[config.mk]
export PLATFORM = sky130hd
export DESIGN_NAME = idli_sqi_arb_m_flat
export DESIGN_NICKNAME = d
export VERILOG_FILES = /design/src/rtl/idli_sqi_arb_m_pkg.sv /design/src/rtl/idli_sqi_arb_m_if.sv /design/src/rtl/idli_sqi_arb_m_pick.sv /design/src/rtl/idli_sqi_arb_m.sv /design/src/flat_wrapper.sv
export SDC_FILE = /design/constraint.sdc
export NUM_CORES = 1
export LEC_CHECK = 0
export CAP_MARGIN = 0
export CORE_ASPECT_RATIO = 1.5
export CORE_UTILIZATION = 30
export CTS_CLUSTER_DIAMETER = 200
export DETAILED_ROUTE_END_ITERATION = 8
export GPL_ROUTABILITY_DRIVEN = 0
export PLACE_DENSITY_LB_ADDON = 0.2
export SYNTH_ARGS = -nofsm -noshare
export SYNTH_HDL_FRONTEND = slang
export SYNTH_SLANG_ARGS = --single-unit
[constraint.sdc]
create_clock -name i_arb_gck -period 1.89 [get_ports i_arb_gck]
set_clock_uncertainty 0.05 [all_clocks]
set_input_delay 0.2835 -clock i_arb_gck [delete_from_list [all_inputs] [get_ports i_arb_gck]]
set_output_delay 0.2835 -clock i_arb_gck [all_outputs]
set_load 0.1 [all_outputs]
[src/rtl/idli_sqi_arb_m_pkg.sv]
// rtl/idli_sqi_arb_m_pkg.sv - shared types and constants for the SQI port arbiter
package idli_pkg;

    localparam int ARB_REQ_NUM  = 2;
    localparam int SQI_WORD_NIB = 4;

    typedef enum logic [1:0] {
        ARB_IDLE,
        ARB_CMD,
        ARB_XFER
    } arb_state_t;

    typedef struct packed {
        logic        wr;
        logic [15:0] addr;
    } arb_req_t;

endpackage

[src/rtl/idli_sqi_arb_m_if.sv]
// rtl/idli_sqi_arb_m_if.sv - requester and SQI-engine signals seen by the arbiter
interface idli_sqi_arb_if #(
    parameter int REQ_NUM = 2
);

    logic [REQ_NUM-1:0]    i_arb_req;
    logic [REQ_NUM-1:0]    i_arb_wr;
    logic [REQ_NUM*16-1:0] i_arb_addr;
    logic [REQ_NUM-1:0]    o_arb_gnt;
    logic [REQ_NUM-1:0]    o_arb_done;
    logic                  o_arb_sqi_start;
    logic                  o_arb_sqi_wr;
    logic [15:0]           o_arb_sqi_addr;
    logic                  i_arb_sqi_acp;
    logic                  i_arb_sqi_data_vld;

    modport master (
        input  i_arb_req, i_arb_wr, i_arb_addr, i_arb_sqi_acp, i_arb_sqi_data_vld,
        output o_arb_gnt, o_arb_done, o_arb_sqi_start, o_arb_sqi_wr, o_arb_sqi_addr
    );

    modport slave (
        output i_arb_req, i_arb_wr, i_arb_addr, i_arb_sqi_acp, i_arb_sqi_data_vld,
        input  o_arb_gnt, o_arb_done, o_arb_sqi_start, o_arb_sqi_wr, o_arb_sqi_addr
    );

endinterface

[src/rtl/idli_sqi_arb_m_pick.sv]
// rtl/idli_sqi_arb_m_pick.sv - combinational winner select, aged requesters before fixed priority
module idli_sqi_arb_pick_m #(
    parameter int REQ_NUM = 2
) (
    input  logic [REQ_NUM-1:0] req_i,
    input  logic [REQ_NUM-1:0] aged_i,
    output logic [REQ_NUM-1:0] win_o
);

    logic [REQ_NUM-1:0] cand;
    logic               found;

    // A stale age flag on a requester that has just dropped must not win.
    always_comb begin
        cand  = (|(aged_i & req_i)) ? (aged_i & req_i) : req_i;
        win_o = '0;
        found = 1'b0;
        for (int i = 0; i < REQ_NUM; i++) begin
            if (cand[i] && !found) begin
                win_o[i] = 1'b1;
                found    = 1'b1;
            end
        end
    end

endmodule

[src/rtl/idli_sqi_arb_m.sv]
// rtl/idli_sqi_arb_m.sv - SQI port arbiter/sequencer; optional aging via IDLI_SQI_ARB_AGE_EN
module idli_sqi_arb_m
    import idli_pkg::*;
#(
    parameter int REQ_NUM  = ARB_REQ_NUM,
    parameter int AGE_MAX  = 8,
    parameter int WORD_NIB = SQI_WORD_NIB
) (
    input  logic               i_arb_gck,
    input  logic               i_arb_rst,
    idli_sqi_arb_if.master     arb
);

    localparam int CNT_W = (WORD_NIB > 1) ? $clog2(WORD_NIB) : 1;

    arb_state_t         state_q, state_d;
    logic [REQ_NUM-1:0] gnt_q, gnt_d;
    logic [REQ_NUM-1:0] done_q, done_d;
    arb_req_t           cmd_q, cmd_d;
    logic [CNT_W-1:0]   cnt_q, cnt_d;
    logic [REQ_NUM-1:0] win;
    logic [REQ_NUM-1:0] aged;
    arb_req_t           sel;

`ifdef IDLI_SQI_ARB_AGE_EN
    localparam int AGE_W = $clog2(AGE_MAX + 1);

    assign aged[0] = 1'b0;

    for (genvar gi = 1; gi < REQ_NUM; gi++) begin : g_age
        logic [AGE_W-1:0] age_q, age_d;

        always_comb begin
            age_d = age_q;
            if (!arb.i_arb_req[gi] || gnt_q[gi]) begin
                age_d = '0;
            end else if (age_q != AGE_W'(AGE_MAX)) begin
                age_d = age_q + AGE_W'(1);
            end
        end

        always_ff @(posedge i_arb_gck) begin
            if (i_arb_rst) begin
                age_q <= '0;
            end else begin
                age_q <= age_d;
            end
        end

        assign aged[gi] = (age_q == AGE_W'(AGE_MAX));
    end
`else
    // Fixed priority only; the comparison is always false for a legal AGE_MAX.
    assign aged = {REQ_NUM{AGE_MAX < 0}};
`endif

    idli_sqi_arb_pick_m #(
        .REQ_NUM (REQ_NUM)
    ) u_pick (
        .req_i  (arb.i_arb_req),
        .aged_i (aged),
        .win_o  (win)
    );

    always_comb begin
        sel = '0;
        for (int i = 0; i < REQ_NUM; i++) begin
            if (win[i]) begin
                sel.wr   = arb.i_arb_wr[i];
                sel.addr = arb.i_arb_addr[i*16 +: 16];
            end
        end
    end

    always_comb begin
        state_d = state_q;
        gnt_d   = gnt_q;
        done_d  = '0;
        cmd_d   = cmd_q;
        cnt_d   = cnt_q;
        case (state_q)
            ARB_IDLE: begin
                if (|arb.i_arb_req) begin
                    state_d = ARB_CMD;
                    gnt_d   = win;
                    cmd_d   = sel;
                end
            end
            ARB_CMD: begin
                if (arb.i_arb_sqi_acp) begin
                    state_d = ARB_XFER;
                    cnt_d   = '0;
                end
            end
            ARB_XFER: begin
                if (arb.i_arb_sqi_data_vld) begin
                    if (cnt_q == CNT_W'(WORD_NIB - 1)) begin
                        state_d = ARB_IDLE;
                        gnt_d   = '0;
                        done_d  = gnt_q;
                        cnt_d   = '0;
                    end else begin
                        cnt_d = cnt_q + CNT_W'(1);
                    end
                end
            end
            default: begin
                state_d = ARB_IDLE;
                gnt_d   = '0;
                cnt_d   = '0;
            end
        endcase
    end

    always_ff @(posedge i_arb_gck) begin
        if (i_arb_rst) begin
            state_q <= ARB_IDLE;
            gnt_q   <= '0;
            done_q  <= '0;
            cmd_q   <= '0;
            cnt_q   <= '0;
        end else begin
            state_q <= state_d;
            gnt_q   <= gnt_d;
            done_q  <= done_d;
            cmd_q   <= cmd_d;
            cnt_q   <= cnt_d;
        end
    end

    assign arb.o_arb_gnt       = gnt_q;
    assign arb.o_arb_done      = done_q;
    assign arb.o_arb_sqi_start = (state_q == ARB_CMD);
    assign arb.o_arb_sqi_wr    = cmd_q.wr;
    assign arb.o_arb_sqi_addr  = cmd_q.addr;

endmodule
[src/flat_wrapper.sv]
// flat-port wrapper written by rule: the top's interface ports become plain ports
module idli_sqi_arb_m_flat import idli_pkg::*;
#(
    parameter int REQ_NUM  = ARB_REQ_NUM,
    parameter int AGE_MAX  = 8,
    parameter int WORD_NIB = SQI_WORD_NIB
)
  (i_arb_gck, i_arb_rst, arb_i_arb_req, arb_i_arb_wr, arb_i_arb_addr, arb_i_arb_sqi_acp, arb_i_arb_sqi_data_vld, arb_o_arb_gnt, arb_o_arb_done, arb_o_arb_sqi_start, arb_o_arb_sqi_wr, arb_o_arb_sqi_addr);
  idli_sqi_arb_if #(.REQ_NUM(REQ_NUM)) arb_i ();
  input  logic i_arb_gck;
  input  logic i_arb_rst;
  input wire logic [$bits(arb_i.i_arb_req)-1:0] arb_i_arb_req;
  input wire logic [$bits(arb_i.i_arb_wr)-1:0] arb_i_arb_wr;
  input wire logic [$bits(arb_i.i_arb_addr)-1:0] arb_i_arb_addr;
  input wire logic [$bits(arb_i.i_arb_sqi_acp)-1:0] arb_i_arb_sqi_acp;
  input wire logic [$bits(arb_i.i_arb_sqi_data_vld)-1:0] arb_i_arb_sqi_data_vld;
  output wire logic [$bits(arb_i.o_arb_gnt)-1:0] arb_o_arb_gnt;
  output wire logic [$bits(arb_i.o_arb_done)-1:0] arb_o_arb_done;
  output wire logic [$bits(arb_i.o_arb_sqi_start)-1:0] arb_o_arb_sqi_start;
  output wire logic [$bits(arb_i.o_arb_sqi_wr)-1:0] arb_o_arb_sqi_wr;
  output wire logic [$bits(arb_i.o_arb_sqi_addr)-1:0] arb_o_arb_sqi_addr;
  assign arb_i.i_arb_req = arb_i_arb_req;
  assign arb_i.i_arb_wr = arb_i_arb_wr;
  assign arb_i.i_arb_addr = arb_i_arb_addr;
  assign arb_i.i_arb_sqi_acp = arb_i_arb_sqi_acp;
  assign arb_i.i_arb_sqi_data_vld = arb_i_arb_sqi_data_vld;
  assign arb_o_arb_gnt = arb_i.o_arb_gnt;
  assign arb_o_arb_done = arb_i.o_arb_done;
  assign arb_o_arb_sqi_start = arb_i.o_arb_sqi_start;
  assign arb_o_arb_sqi_wr = arb_i.o_arb_sqi_wr;
  assign arb_o_arb_sqi_addr = arb_i.o_arb_sqi_addr;
  idli_sqi_arb_m #(.REQ_NUM(REQ_NUM), .AGE_MAX(AGE_MAX), .WORD_NIB(WORD_NIB)) u_core (.i_arb_gck(i_arb_gck), .i_arb_rst(i_arb_rst), .arb(arb_i));
endmodule
==> results by group <==
Worst setup path
  • CP cell instances: and2b_1, buf_12
  • Worst stage delay on the critical path: 0.54 ns
  • Worst Setup Path Type: register to output port
  • Critical Path Start Type: register
  • Critical path endpoint category: output port
  • Crit-path max FO: 10
  • Crit path max-delay family: flip-flops
  • CP bufs+invs: 1
  • CP max-delay cell: dfxtp_1
  • Required @ worst endpoint: roughly 1.6 ns
  • Critical Path AT: 1.22 ns

Detailed routing
  • Drt pass-1 iters: 4
  • Met2 wire length: 1910 um
  • Routed WL: ~3400 um
  • Routed len/inst: 14.4 um
  • DRC Markers: 0
  • Via count: roughly 1.2k
  • Vias per inst: 5.05
  • Top Metal Used: met4
  • Met3 wire length: 146 um
  • Antenna Nets Post-Route: 0
  • Met1 wire length: 1250 um
  • Starting DRT DRC Count: 21

Yosys
  • Yosys cell types: 29
  • YS warnings: 0
  • Top-area cell type share of the netlist area: between 30 and 40%
  • Syn Nets: roughly 180
  • Mapped Avg Cell Area: ~9.5 um^2
  • Area contributors post-synth: dfxtp_1 39%, a221oi_2 13%, o2bb2ai_1 8.9%, inv_1 5.3%, nor2_1 5.0%
  • Cell count after synthesis: between 100 and 150
  • #FFs+latches synth: 25
  • Largest area contributor in the netlist: dfxtp_1
  • Synthesized area: 1290 um^2
  • Register area share after synthesis: 38.9%

Power and ir drop
  • Peak VDD IR: 587 uV
  • Clock share of power: 18.8%
  • Pwr Density: 890 nW/um^2
  • NetSw: 0.742 mW
  • Leakage dissipation: 0.754 nW
  • Int Pwr: 0.961 mW
  • Gate power share: ~45%
  • Switch share: a little over two fifths
  • Sequential power share: 36.3%
  • Final Power: between 1.5 and 2 mW

Clocking
  • Worst-path clk slew: 0.09 ns
  • Clock root buffer: clkbuf_8
  • Clock Path Buffers: 2
  • Clock sinks: 25
  • Clk_lat worst skew: ~0.27 ns
  • Post-CTS sizing: 0
  • CTS tree: yes
  • Postcts setup bufs: 0
  • H-tree depth: 1
  • Hold buffer count at CTS: 0
  • Total CTS buffers: 3

Layout
  • FF+latch area: 500 um^2
  • Area Growth Syn to Fin: 48.8%
  • Layout cells sized above 1: 23.7%
  • Final Util: 47.5%
  • Diode count: 0
  • Final net count: 236
  • Multi-input gate area in the final layout: between 600 and 700 um^2
  • Fillers: 385

Timing
  • Hold Worst Slack: 0.416 ns
  • Setup TNS: 0 ns
  • Rel. slew slack: 59.2%
  • Least-Margin Pin Slew: 0.609 ns
  • Final Cycle Share: 82.2%
  • RSZ-0062 raised after global routing: no
  • Hold Vio Cnt, Final: 0
  • Finish-stage setup viols: 0
  • FMAX: roughly 640 MHz
  • Fin. max-slew vios: 0
  • Crit path time final: ~1.6 ns

Floorplanning
  • Core Area: 4030 um^2
  • Die height: 82.2 um
  • Die area: 4560 um^2
  • Top-Level Pins: 62
  • Initial Util: 31.9%
  • Die X: 55.5 um
  • Row count: 28

Global route
  • Total Routing Usage GR: 14.9%
  • Largest net degree at the start of global routing: 20
  • First-pass GRT wire length: 5260 um
  • Initial antenna violation count: 0
  • Number of global-route vias before repair: 1187
  • Total grt overflow: 0

Run status
  • Outcome: finished, final reports clean

Place
  • Final HPWL from detailed placement: 2620 um
  • PortBufs: just over 60

Flow run
  • Max-cap violations: 0

Hold path
  • Hold crit path type: register to register
-- per-layer routing --
layer	vias to the layer above	track usage, %
met5	-	0
met4	0	10.3
met3	9	2.49
met2	35	29.4
met1	556	14.0
li1	607	-
-- cell usage in the layout (no fill, tap or decap) --
cell             instances
o31ai_1                  1
o21ai_0                  2
ha_1                     1
nand3_1                  3
clkdlybuf4s50_1         39
a21o_1                   1
nand2_1                  3
buf_4                   26
o2bb2ai_1               13
clkbuf_8                 3
o22ai_1                  4
nor4_1                   1
inv_2                    1
a2bb2oi_1                1
dfxtp_1                 25
nor4b_1                  1
and2b_1                  2
a31oi_1                  1
nor2_4                   1
clkinv_2                 1
inv_1                   18
o21ai_4                  1
a21oi_1                  3
nor2_1                  17
buf_12                   2
a221oi_1                 7
a221oi_2                11
nand3b_1                 2
nand2b_1                 3
-- metrics by stage --
| step | instances | setup WS (ns) | instance area, um^2 |
|---|---|---|---|
| 4_1_cts | 239 | 0.321 | 1910 |
| 6_report | 239 | 0.337 | 1910 |
| 3_3_place_gp | 235 | 0.0840 | 1870 |
| 3_5_place_dp | 235 | 0.0461 | 1870 |
| 5_1_grt | 239 | 0.256 | 1910 |
| 2_1_floorplan | 135 | 0.265 | 1290 |
-- sequential cells by signal, summed over array words and instances (netlist names) --
register	flops
u_core.arb.o_arb_done	2
u_core.arb.o_arb_gnt	2
u_core.arb.o_arb_sqi_addr	16
u_core.arb.o_arb_sqi_wr	1
u_core.cnt_q	2
u_core.state_q	2
-- worst paths after layout --
path                                              startpoint                                         end  slack (ns)  cells after the start
setup reg to reg              u_core.state_q[0]$_SDFFE_PP0P_   u_core.arb.o_arb_sqi_addr[2]$_SDFFE_PP0P_        0.48                      3
setup / recovery              u_core.state_q[0]$_SDFFE_PP0P_                         arb_o_arb_sqi_start        0.34                      2
hold / removal    u_core.arb.o_arb_sqi_addr[11]$_SDFFE_PP0P_  u_core.arb.o_arb_sqi_addr[11]$_SDFFE_PP0P_        0.42                      2
hold reg to reg   u_core.arb.o_arb_sqi_addr[11]$_SDFFE_PP0P_  u_core.arb.o_arb_sqi_addr[11]$_SDFFE_PP0P_        0.42                      2
-- Yosys cell counts, drive strengths merged --
master / number
dfxtp: 25
nand3b: 2
nor2: 18
clkbuf: 1
nor4b: 1
a21oi: 3
o21ai: 3
nand3: 3
a2bb2oi: 1
nand2b: 3
o31ai: 1
ha: 1
a21o: 1
nand2: 3
buf: 11
o2bb2ai: 13
nor4: 1
and2b: 2
inv: 19
o22ai: 4
a221oi: 18
a31oi: 1
-- tightest hold or removal path, delay by kind of cell (launching register included) --
family                 cells  cell delay [ns]
AO/OA/AOI/OAI              1             0.05
buffers and inverters      1             0.06
flip-flops                 1             0.32
-- kinds of logic after synthesis --
| logic type | after synthesis | synth area share (%) |
|---|---|---|
| AO/OA/AOI/OAI | 45 | 34.0 |
| adder cells (fa/ha/maj) | 1 | 0.973 |
| buffers and inverters | 31 | 13.3 |
| flip-flops | 25 | 38.9 |
| AND/OR/NAND/NOR | 33 | 12.8 |
-- layout make-up --
type / count / share of cell area (%)
Multi-Input combinational cell: 79 / 32.1
Clock buffer: 3 / 2.16
Clock inverter: 1 / 0.261
Sequential cell: 25 / 26.1
Inverter: 19 / 3.73
Timing Repair Buffer: 67 / 32.7
Tap cell: 45 / 2.94
-- power by group through the flow --
stage | clock network, mW | logic, mW | registers, mW
after floorplan | 0 | 0.242 | 0.968
after global placement | 0 | 0.761 | 0.630
after detailed placement | 0 | 0.769 | 0.631
after CTS | 0.333 | 0.771 | 0.619
after global routing | 0.356 | 0.796 | 0.626
final | 0.321 | 0.765 | 0.618
(Power assumes the default switching activity.)
